==> src/rtl/cpu_ctrl_pkg.sv <==
// -----------------------------------------------------------------------------
// cpu_ctrl_pkg
// Shared encodings for the multicycle CPU control path. The datapath,
// ALU-control decoder and main control FSM all use these definitions.
//   - FSM state codes (4-bit localparams, legacy-compatible)
//   - OP_* opcode field values
//   - ALU_* codes for the ALU-control decoder P input
//   - ALUSRCB_* and PCSRC_* mux select encodings
//   - ctrl_t: bundle of every datapath control output
// No ports (package).
// -----------------------------------------------------------------------------
package cpu_ctrl_pkg;

    localparam int STATE_W = 4;

    localparam logic [3:0] S_FETCH   = 4'd0;
    localparam logic [3:0] S_DECODE  = 4'd1;
    localparam logic [3:0] S_MEMADR  = 4'd2;
    localparam logic [3:0] S_MEMRD   = 4'd3;
    localparam logic [3:0] S_MEMWB   = 4'd4;
    localparam logic [3:0] S_MEMWR   = 4'd5;
    localparam logic [3:0] S_EXEC_R  = 4'd6;
    localparam logic [3:0] S_ALUWB_R = 4'd7;
    localparam logic [3:0] S_EXEC_I  = 4'd8;
    localparam logic [3:0] S_ALUWB_I = 4'd9;
    localparam logic [3:0] S_BRANCH  = 4'd10;
    localparam logic [3:0] S_JUMP    = 4'd11;

    localparam logic [2:0] OP_ANDI  = 3'b000;
    localparam logic [2:0] OP_ORI   = 3'b001;
    localparam logic [2:0] OP_ADDI  = 3'b010;
    localparam logic [2:0] OP_J     = 3'b011;
    localparam logic [2:0] OP_LW    = 3'b100;
    localparam logic [2:0] OP_SW    = 3'b101;
    localparam logic [2:0] OP_BEQ   = 3'b110;
    localparam logic [2:0] OP_RTYPE = 3'b111;

    localparam logic [2:0] ALU_ADD   = 3'b010;
    localparam logic [2:0] ALU_SUB   = 3'b110;
    localparam logic [2:0] ALU_RTYPE = 3'b111;

    localparam logic [1:0] ALUSRCB_REGB    = 2'b00;
    localparam logic [1:0] ALUSRCB_FOUR    = 2'b01;
    localparam logic [1:0] ALUSRCB_IMM     = 2'b10;
    localparam logic [1:0] ALUSRCB_IMM_SL2 = 2'b11;

    localparam logic [1:0] PCSRC_ALU    = 2'b00;
    localparam logic [1:0] PCSRC_ALUOUT = 2'b01;
    localparam logic [1:0] PCSRC_JUMP   = 2'b10;

    typedef struct packed {
        logic       pc_write;
        logic       ir_write;
        logic       mem_read;
        logic       mem_write;
        logic       reg_write;
        logic       reg_dst;
        logic       mem_to_reg;
        logic       alu_src_a;
        logic [1:0] alu_src_b;
        logic [2:0] alu_op;
        logic [1:0] pc_src;
        logic       instr_done;
    } ctrl_t;

    // ANDI/ORI/ADDI share one execute path; the opcode doubles as the ALU code.
    function automatic logic is_itype(input logic [2:0] op);
        return (op == OP_ANDI) || (op == OP_ORI) || (op == OP_ADDI);
    endfunction

endpackage

==> src/rtl/multicycle_next_state.sv <==
// -----------------------------------------------------------------------------
// multicycle_next_state
// Combinational next-state decode for the multicycle control FSM.
// Ports:
//   state      in  4  current FSM state
//   opcode     in  3  IR opcode field (meaningful from DECODE onward)
//   mem_ready  in  1  memory handshake; access completes when high
//   next_state out 4  state to load on the next rising edge
// Unused state encodings steer back to FETCH.
// -----------------------------------------------------------------------------
module multicycle_next_state
    import cpu_ctrl_pkg::*;
(
    input  logic [3:0] state,
    input  logic [2:0] opcode,
    input  logic       mem_ready,
    output logic [3:0] next_state
);

    // Next-state selection from current state, opcode and memory handshake.
    always_comb begin
        next_state = S_FETCH;
        case (state)
            S_FETCH: begin
                if (mem_ready) begin
                    next_state = S_DECODE;
                end else begin
                    next_state = S_FETCH;
                end
            end
            S_DECODE: begin
                case (opcode)
                    OP_LW, OP_SW:              next_state = S_MEMADR;
                    OP_RTYPE:                  next_state = S_EXEC_R;
                    OP_BEQ:                    next_state = S_BRANCH;
                    OP_J:                      next_state = S_JUMP;
                    OP_ANDI, OP_ORI, OP_ADDI:  next_state = S_EXEC_I;
                    default:                   next_state = S_FETCH;
                endcase
            end
            S_MEMADR: begin
                // Only LW and SW reach here, so anything but LW is a store.
                if (opcode == OP_LW) begin
                    next_state = S_MEMRD;
                end else begin
                    next_state = S_MEMWR;
                end
            end
            S_MEMRD: begin
                if (mem_ready) begin
                    next_state = S_MEMWB;
                end else begin
                    next_state = S_MEMRD;
                end
            end
            S_MEMWR: begin
                if (mem_ready) begin
                    next_state = S_FETCH;
                end else begin
                    next_state = S_MEMWR;
                end
            end
            S_EXEC_R:  next_state = S_ALUWB_R;
            S_EXEC_I:  next_state = S_ALUWB_I;
            S_MEMWB,
            S_ALUWB_R,
            S_ALUWB_I,
            S_BRANCH,
            S_JUMP:    next_state = S_FETCH;
            default:   next_state = S_FETCH;
        endcase
    end

endmodule

==> src/rtl/multicycle_control.sv <==
// -----------------------------------------------------------------------------
// multicycle_control
// Main control FSM of the multicycle CPU: sequences fetch, decode, execute,
// memory and writeback, and drives datapath strobes, mux selects and the
// alu_op code consumed by the ALU-control decoder. Never looks at funct.
//
// Parameters:
//   CNT_W        width of the optional performance counters
// Ports:
//   clk          in   single clock, rising edge
//   reset        in   synchronous, active-high; forces all outputs to 0
//   opcode[2:0]  in   IR opcode field
//   zero         in   ALU zero flag (used in BRANCH)
//   mem_ready    in   memory handshake
//   pc_write, ir_write, mem_read, mem_write, reg_write, reg_dst,
//   mem_to_reg, alu_src_a, alu_src_b[1:0], alu_op[2:0], pc_src[1:0]
//                out  datapath controls
//   instr_done   out  pulse on the last cycle of each instruction
//   cycle_count, instr_count [CNT_W-1:0]
//                out  only when MULTICYCLE_PERF_EN is defined
//
// Build option: define MULTICYCLE_PERF_EN to add the performance counters.
// -----------------------------------------------------------------------------
module multicycle_control
    import cpu_ctrl_pkg::*;
#(
    parameter int CNT_W = 32
) (
    input  logic             clk,
    input  logic             reset,
    input  logic [2:0]       opcode,
    input  logic             zero,
    input  logic             mem_ready,
    output logic             pc_write,
    output logic             ir_write,
    output logic             mem_read,
    output logic             mem_write,
    output logic             reg_write,
    output logic             reg_dst,
    output logic             mem_to_reg,
    output logic             alu_src_a,
    output logic [1:0]       alu_src_b,
    output logic [2:0]       alu_op,
    output logic [1:0]       pc_src,
    output logic             instr_done
`ifdef MULTICYCLE_PERF_EN
    ,
    output logic [CNT_W-1:0] cycle_count,
    output logic [CNT_W-1:0] instr_count
`endif
);

    if (CNT_W < 1) begin : g_bad_cnt_w
        $error("multicycle_control: CNT_W must be at least 1");
    end

    logic [3:0] state_q;
    logic [3:0] state_d;
    ctrl_t      ctrl_s;
    ctrl_t      out_s;

    multicycle_next_state u_next_state (
        .state      (state_q),
        .opcode     (opcode),
        .mem_ready  (mem_ready),
        .next_state (state_d)
    );

    // State register with synchronous reset back to FETCH.
    always_ff @(posedge clk) begin
        if (reset) begin
            state_q <= S_FETCH;
        end else begin
            state_q <= state_d;
        end
    end

    // Moore decode of controls; only handshake strobes look at mem_ready/zero.
    always_comb begin
        ctrl_s        = '0;
        ctrl_s.alu_op = ALU_ADD;
        case (state_q)
            S_FETCH: begin
                ctrl_s.mem_read  = 1'b1;
                ctrl_s.alu_src_b = ALUSRCB_FOUR;
                ctrl_s.ir_write  = mem_ready;
                ctrl_s.pc_write  = mem_ready;
            end
            S_DECODE: begin
                // Precompute branch target into ALUOut.
                ctrl_s.alu_src_b = ALUSRCB_IMM_SL2;
            end
            S_MEMADR: begin
                ctrl_s.alu_src_a = 1'b1;
                ctrl_s.alu_src_b = ALUSRCB_IMM;
            end
            S_MEMRD: begin
                ctrl_s.mem_read = 1'b1;
            end
            S_MEMWB: begin
                ctrl_s.reg_write  = 1'b1;
                ctrl_s.mem_to_reg = 1'b1;
                ctrl_s.instr_done = 1'b1;
            end
            S_MEMWR: begin
                ctrl_s.mem_write  = 1'b1;
                ctrl_s.instr_done = mem_ready;
            end
            S_EXEC_R: begin
                ctrl_s.alu_src_a = 1'b1;
                ctrl_s.alu_src_b = ALUSRCB_REGB;
                ctrl_s.alu_op    = ALU_RTYPE;
            end
            S_ALUWB_R: begin
                ctrl_s.reg_write  = 1'b1;
                ctrl_s.reg_dst    = 1'b1;
                ctrl_s.instr_done = 1'b1;
            end
            S_EXEC_I: begin
                ctrl_s.alu_src_a = 1'b1;
                ctrl_s.alu_src_b = ALUSRCB_IMM;
                // The ALU-control decoder passes I-type opcodes straight through.
                if (is_itype(opcode)) begin
                    ctrl_s.alu_op = opcode;
                end else begin
                    ctrl_s.alu_op = ALU_ADD;
                end
            end
            S_ALUWB_I: begin
                ctrl_s.reg_write  = 1'b1;
                ctrl_s.instr_done = 1'b1;
            end
            S_BRANCH: begin
                ctrl_s.alu_src_a  = 1'b1;
                ctrl_s.alu_src_b  = ALUSRCB_REGB;
                ctrl_s.alu_op     = ALU_SUB;
                ctrl_s.pc_src     = PCSRC_ALUOUT;
                ctrl_s.pc_write   = zero;
                ctrl_s.instr_done = 1'b1;
            end
            S_JUMP: begin
                ctrl_s.pc_src     = PCSRC_JUMP;
                ctrl_s.pc_write   = 1'b1;
                ctrl_s.instr_done = 1'b1;
            end
            default: begin
                ctrl_s        = '0;
                ctrl_s.alu_op = ALU_ADD;
            end
        endcase
    end

    // Reset overrides everything, including alu_op, so the datapath sees no strobes.
    always_comb begin
        if (reset) begin
            out_s = '0;
        end else begin
            out_s = ctrl_s;
        end
    end

    assign pc_write   = out_s.pc_write;
    assign ir_write   = out_s.ir_write;
    assign mem_read   = out_s.mem_read;
    assign mem_write  = out_s.mem_write;
    assign reg_write  = out_s.reg_write;
    assign reg_dst    = out_s.reg_dst;
    assign mem_to_reg = out_s.mem_to_reg;
    assign alu_src_a  = out_s.alu_src_a;
    assign alu_src_b  = out_s.alu_src_b;
    assign alu_op     = out_s.alu_op;
    assign pc_src     = out_s.pc_src;
    assign instr_done = out_s.instr_done;

`ifdef MULTICYCLE_PERF_EN
    logic [CNT_W-1:0] cycle_count_q;
    logic [CNT_W-1:0] cycle_count_d;
    logic [CNT_W-1:0] instr_count_q;
    logic [CNT_W-1:0] instr_count_d;

    // Counter increments; both wrap naturally at 2^CNT_W.
    always_comb begin
        cycle_count_d = cycle_count_q + CNT_W'(1'b1);
        if (out_s.instr_done) begin
            instr_count_d = instr_count_q + CNT_W'(1'b1);
        end else begin
            instr_count_d = instr_count_q;
        end
    end

    // Performance counter registers, cleared by reset.
    always_ff @(posedge clk) begin
        if (reset) begin
            cycle_count_q <= '0;
            instr_count_q <= '0;
        end else begin
            cycle_count_q <= cycle_count_d;
            instr_count_q <= instr_count_d;
        end
    end

    assign cycle_count = cycle_count_q;
    assign instr_count = instr_count_q;
`endif

endmodule

==> config.mk <==
export PLATFORM = sky130hd
export DESIGN_NAME = multicycle_control
export DESIGN_NICKNAME = d
export VERILOG_FILES = /design/src/rtl/cpu_ctrl_pkg.sv /design/src/rtl/multicycle_next_state.sv /design/src/rtl/multicycle_control.sv
export SDC_FILE = /design/constraint.sdc
export NUM_CORES = 1
export LEC_CHECK = 0
export CAP_MARGIN = 10
export CORE_MARGIN = 2
export CORE_UTILIZATION = 43
export DETAILED_ROUTE_END_ITERATION = 8
export PLACE_DENSITY = 0.78
export REMOVE_ABC_BUFFERS = 1
export SYNTH_ARGS = -nofsm -noshare
export SYNTH_HDL_FRONTEND = slang
export SYNTH_SLANG_ARGS = --single-unit
export TNS_END_PERCENT = 20
==> constraint.sdc <==
create_clock -name clk -period 1.8 [get_ports clk]
set_clock_uncertainty 0.2 [all_clocks]
set_input_delay 0.18 -clock clk [delete_from_list [all_inputs] [get_ports clk]]
set_output_delay 0.18 -clock clk [all_outputs]
set_load 0.01 [all_outputs]
== After elaboration in Yosys (flattened, before gate mapping) ==
Memory sizes are Yosys's and may differ from the RTL's.
Index checks and enable logic that the tools add are counted.

* Bits in registers: 4
* Bits in read-only memories: 32
* Input port bits: 7
* Output and inout port bits: 16
* Word-level logic and storage cells: 44
* Memories: 1

* Eq/ne operators: 14
* Multiplexer cells: 19
* Reductions and logical operators: 9

{| class="wikitable"
|+ Memories
! memory !! words !! bits a word !! rd ports !! clocked after Yosys merged registers in !! write ports !! line !! source
|-
| (no name shown) || 8 || 4 || 1 || 0 || 0 || multicycle_next_state.sv:32 || <nowiki>case (opcode)</nowiki>
|}

{| class="wikitable"
|+ Operator list
! kind !! count
|-
| case mux 4 bit (7 select lines) || 1
|-
| == test 4 x 3 -> 1 bit, second input constant || 4
|-
| == test 4 bit, second input constant || 4
|-
| two-way mux 16 bit || 1
|-
| two-way mux 3 bit || 4
|-
| case mux 3 bit (3 select lines) || 1
|-
| == test 4 x 2 -> 1 bit, second input constant || 2
|-
| two-way mux 1 bit || 8
|-
| case mux 2 bit (3 select lines) || 1
|-
| OR reduction 5 bit || 1
|-
| == test 4 x 1 -> 1 bit, second input constant || 1
|-
| zero test 4 bit || 1
|-
| case mux 2 bit (2 select lines) || 1
|-
| OR reduction 2 bit || 2
|-
| OR reduction 4 bit || 1
|-
| == test 3 x 1 -> 1 bit, second input constant || 1
|-
| == test 3 x 2 -> 1 bit, second input constant || 1
|-
| == test 3 bit, second input constant || 1
|-
| zero test 3 bit || 1
|-
| case mux 1 bit (3 select lines) || 1
|-
| OR reduction 3 bit || 1
|-
| logical OR 1 bit || 2
|-
| case mux 1 bit (2 select lines) || 1
|}

== Depth between registers and ports, before layout ==
* Word-level depth: 6
* Mapped depth: 5
* Depth with buffers taken out: 3

== Hierarchy ==
From an unflattened synthesis, not the netlist that was laid out.

* Cell total of the unflattened synthesis: 85
* Area total of the unflattened synthesis: 665.6 µm²

{| class="wikitable"
|+ Modules (own cells, without submodules)
! module !! instances !! cells an instance !! area an instance (µm²) !! sequential area each (µm²)
|-
| multicycle_control || 1 || 57 || 442.9 || 80.1
|-
| multicycle_next_state || 1 || 28 || 222.7 || 0.0
|}

== Worst setup path after synthesis ==
OpenSTA, ideal clock, no wires.

* Path kind: flip-flop to output port
* Start: register state_q[2]
* End: output port alu_src_a
* Arrival time: 1,205 ps
* Data required time: 1,420 ps
* Slack: 215 ps
* Stages on the path, launching flop included: 4
* Cells stage by stage: dfxtp_1 -> buf_4 -> buf_2 -> a2111oi_1

* Cells in the longest elaborated chain, start to end: 4
* Elaborated cells on any way between the ends: 7

{| class="wikitable"
|+ RTL lines
! element !! line !! source
|-
| from (decl) || multicycle_control.sv:57 || <nowiki>logic [3:0] state_q;</nowiki>
|-
| from (signal assigned) || multicycle_control.sv:74 || <nowiki>state_q <= state_d;</nowiki>
|-
| == test 4 bit (tied with other cells) || multicycle_control.sv:82 || <nowiki>case (state_q)</nowiki>
|-
| OR reduction 4 bit (no source line) * || n/a ||
|-
| two-way mux 1 bit * || multicycle_control.sv:82 ||
|-
| two-way mux 16 bit * || multicycle_control.sv:155 || <nowiki>if (reset) begin</nowiki>
|-
| to (decl) || multicycle_control.sv:41 || <nowiki>output logic alu_src_a,</nowiki>
|}

Every way passes the cells marked *; elsewhere a longest branch is shown, timed or not.

== Final worst setup path ==
* Start: register state_q[0]
* End: output port pc_write

* Cells in the longest elaborated chain, start to end: 3
* Elaborated cells on any way between the ends: 5

{| class="wikitable"
|+ RTL lines
! element !! line !! source
|-
| == test 4 bit or zero test 4 bit (tied branches) || multicycle_control.sv:82 ||
|-
| case mux 1 bit (3 select lines) * || multicycle_control.sv:82 ||
|-
| two-way mux 16 bit * || multicycle_control.sv:155 ||
|-
| to (decl) || multicycle_control.sv:34 || <nowiki>output logic pc_write,</nowiki>
|}

Marks and branches as above.

==> flow_metrics.py <==
metrics = {
    "run_status": {
        "status": "finished, violations left",
        "violations": "setup timing",
    },
    "worst_setup_path": {
        "regToRegSetupSlack_ns": 0.07,
        "endpoint": "pc_write",
        "r2r.worst_path.cells": 5,
        "crit_family": "simple AND/OR/NAND/NOR gates",
        "slowest_delay_ns": 0.36,
        "worstPathRequired_ns": 1.42,
        "path_max_fanout": 5,
        "crit_cells": 4,
        "end_kind": "primary output",
        "arrival_ns": 1.54,
        "cp-start-kind": "flip-flop",
        "r2r_end": "state_q[0]$_SDFF_PP0_",
        "critical_path_buf_inv_count": 1,
        "crit_slowest_cell": "dfxtp_4",
        "critPathLaunch": "state_q[0]$_SDFF_PP0_",
        "r2r-start": "state_q[3]$_SDFF_PP0_",
        "cp_cell_sequence": "or2_4 > or3_4 > a211oi_2 > buf_2",
        "critPathKind": "reg2out",
    },
    "power_and_ir_drop": {
        "leakagePower_nw": 0.493,
        "p_per_area_nw_per_um2": 635,
        "ir_worst_vdd_mv": 0.302,
        "power_mw": 0.719,
    },
    "synth": {
        "synth-edff-count": 0,
        "netlist.area_leader.share_pct": 12.6,
        "synth_seq_area_share_pct": 12.6,
        "synth_seq_cells": 4,
        "yosysUniqueCellTypes": 37,
        "async_flop_share_pct": 0,
        "avgSynthCellArea_um2": 7.45,
        "ys.flop_type": "dfxtp_1",
        "yosysTopAreaCell": "dfxtp_1",
        "yosys-top-cells-area": "dfxtp_1 (13%), a21oi_1 (4.7%), a2111oi_2 (4.7%), buf_4 (4.7%), nor2b_1 (4.0%)",
        "syn_inst": 85,
        "syn_area_um2": 633,
        "yosys_warnings": 0,
    },
    "final_layout": {
        "syn_to_final_growth_pct": 78.9,
        "largest_reg_flops": 4,
        "top_register": "state_q",
        "num_antenna_cells": 0,
        "reg_top3": "state_q: 4 flops",
        "drive_above_1_share_pct": 55.1,
        "nets": 145,
    },
    "global_route": {
        "grt_pass1_wl_um": 4190,
        "gr-usage-all-layers_pct": 29.6,
        "antenna_found_initial": 0,
        "grt_pass1_vias": 939,
        "grt_max_degree": 13,
        "grt_overflow": 0,
    },
    "placed_design": {
        "pre_cts_slack_ns": -0.424,
        "io_buffers": 22,
        "hpwl_um": 1780,
        "gp_congestion": 0.845,
    },
    "sta": {
        "maxSlewViolCount": 0,
        "clock.fmax_mhz": 520,
        "finalCritPeriodShare_pct": 107,
        "setup_violations": 5,
        "setup_ws_ns": -0.124,
        "slew_headroom_pct": 68.2,
        "rsz0062_at_grt": "yes",
        "finalHoldViolCount": 0,
        "post-route-min-period_ns": 1.92,
        "worst_pin_slew_ns": 0.478,
        "setup-tns-final_ns": -0.350,
    },
    "floorplanning": {
        "core_area_um2": 1330,
        "die_area_um2": 1800,
        "initial_core_util_pct": 47.5,
        "rows": 13,
        "ios": 23,
        "die_x_um": 42.4,
        "die_h_um": 42.4,
    },
    "worst_hold_path": {
        "hp-class": "reg2reg",
    },
    "clock_network": {
        "cts_tree": "yes",
        "numClockSinks": 4,
        "clkTransAtPathRegs_ns": 0.05,
        "cts_made_buffers": 3,
        "h-tree-depth": 1,
        "ctsHoldBuffers": 0,
        "cts-root-buf": "clkbuf_4",
        "clk-insertion-delay-late_ns": 0.24,
        "clockBufferDepth": 2,
    },
    "route": {
        "vias": 946,
        "antenna_left": 0,
        "wl_per_cell_um": 17.9,
        "drc": 0,
        "vias_per_cell": 6.26,
        "drtPass1Iterations": 4,
        "first_iter_violations": 30,
        "drt_wl_total_um": 2700,
    },
    "job": {
        "cap_violations": 0,
    },
}
==> power breakdown <==
part | internal, mW | switching (mW) | total [mW]
Clock | 0.0751 | 0.0439 | 0.119
Combinational | 0.239 | 0.237 | 0.476
Sequential | 0.103 | 0.0203 | 0.124
Total | 0.418 | 0.301 | 0.719
==> Yosys cell counts, types with 2 or more instances <==
cell / instances
o21ai_0: 4
a21oi_1: 6
inv_1: 4
nor2b_1: 4
a21o_1: 2
a2111oi_2: 2
a211oi_1: 2
nand2b_1: 2
and3b_1: 2
nor2_1: 3
nand4_1: 3
a31oi_1: 3
clkbuf_1: 2
nand2_1: 6
nor4_1: 3
nor3_1: 5
dfxtp_1: 4
buf_4: 4
nor3b_1: 3
buf_6: 2
and2b_1: 2
o211ai_1: 2
==> metal layers <==
layer,wire length [µm],GRT usage (%),vias to the layer above
met3,201,5.17,18
met4,138,16.9,0
met1,995,32.1,439
met5,0,0,-
li1,-,-,425
met2,1360,52.9,64
==> area by class of cell <==
type	count	area (µm²)
flip-flops and latches	4	95.1
multi-input cells	68	556
fillers	80	201
clock buffers	3	22.5
well taps	15	18.8
inverters	4	15.0
repair buffers	57	425
==> worst register-to-register path, delay by kind of cell, from the launching register on <==
kind	cells	cell delay (ns)
AO/OA/AOI/OAI	1	0.20
flip-flops	1	0.36
AND/OR/NAND/NOR	2	0.57
buffers and inverters	2	0.31
==> metrics by stage <==
step           instance area, µm²  cells  utilization [%]  hold WS [ns]
6_report                     1130    151             84.9         0.524
5_1_grt                      1130    151             84.9         0.553
4_1_cts                      1070    148             80.4         0.516
3_5_place_dp                 1040    144             78.0         0.580
3_3_place_gp                 1040    144             78.0         0.570
2_1_floorplan                 568     76                -         0.153
==> cells by family (layout without fill, tap and decap cells) <==
kind of cell	after synthesis	after routing	share of synthesized area [%]
xor+xnor	1	1	1.38
buf+inv	13	64	12.6
mux	1	1	1.58
simple gates	39	39	39.9
flops	4	4	12.6
compound gates	27	27	31.8
==> cell usage in the layout (no fill, tap or decap), types with 2 or more instances in the layout <==
master | netlist | layout
nor2b_1 | 4 | 4
dlygate4sd2_1 | 0 | 2
nor2_1 | 3 | 2
nor3b_1 | 3 | 3
nor4_1 | 3 | 2
a21oi_2 | 0 | 2
a211oi_1 | 2 | 2
nand4_1 | 3 | 3
a21oi_1 | 6 | 4
nand2_1 | 6 | 6
a21o_1 | 2 | 2
clkbuf_4 | 0 | 3
o21ai_0 | 4 | 3
a2111oi_2 | 2 | 2
buf_2 | 1 | 10
o211ai_1 | 2 | 2
and3b_1 | 2 | 2
buf_6 | 2 | 2
dfxtp_4 | 0 | 4
and2b_1 | 2 | 2
a31oi_1 | 3 | 3
buf_4 | 4 | 32
nor3_2 | 0 | 4
clkdlybuf4s50_1 | 0 | 5
inv_1 | 4 | 4
clkbuf_2 | 0 | 4
==> worst min path at each step <==
| stage | startpoint | to | cells after the start |
|---|---|---|---|
| finish | state_q[3]$_SDFF_PP0_ | state_q[2]$_SDFF_PP0_ | 3 |
| global route | state_q[3]$_SDFF_PP0_ | state_q[2]$_SDFF_PP0_ | 3 |
| CTS | mem_ready | state_q[0]$_SDFF_PP0_ | 4 |
| detailed placement | state_q[0]$_SDFF_PP0_ | state_q[1]$_SDFF_PP0_ | 4 |
| global placement | state_q[0]$_SDFF_PP0_ | state_q[1]$_SDFF_PP0_ | 4 |
| floorplan | opcode[2] | state_q[2]$_SDFF_PP0_ | 2 |
==> what timing repair did <==
item                                    in CTS  in global routing
pin swaps                                    1                  3
buffers inserted                             1                  3
resized for setup                           57                 31
endpoints found under the setup margin      16                 15
cloned                                       0                  0
(Power assumes the default switching activity.)
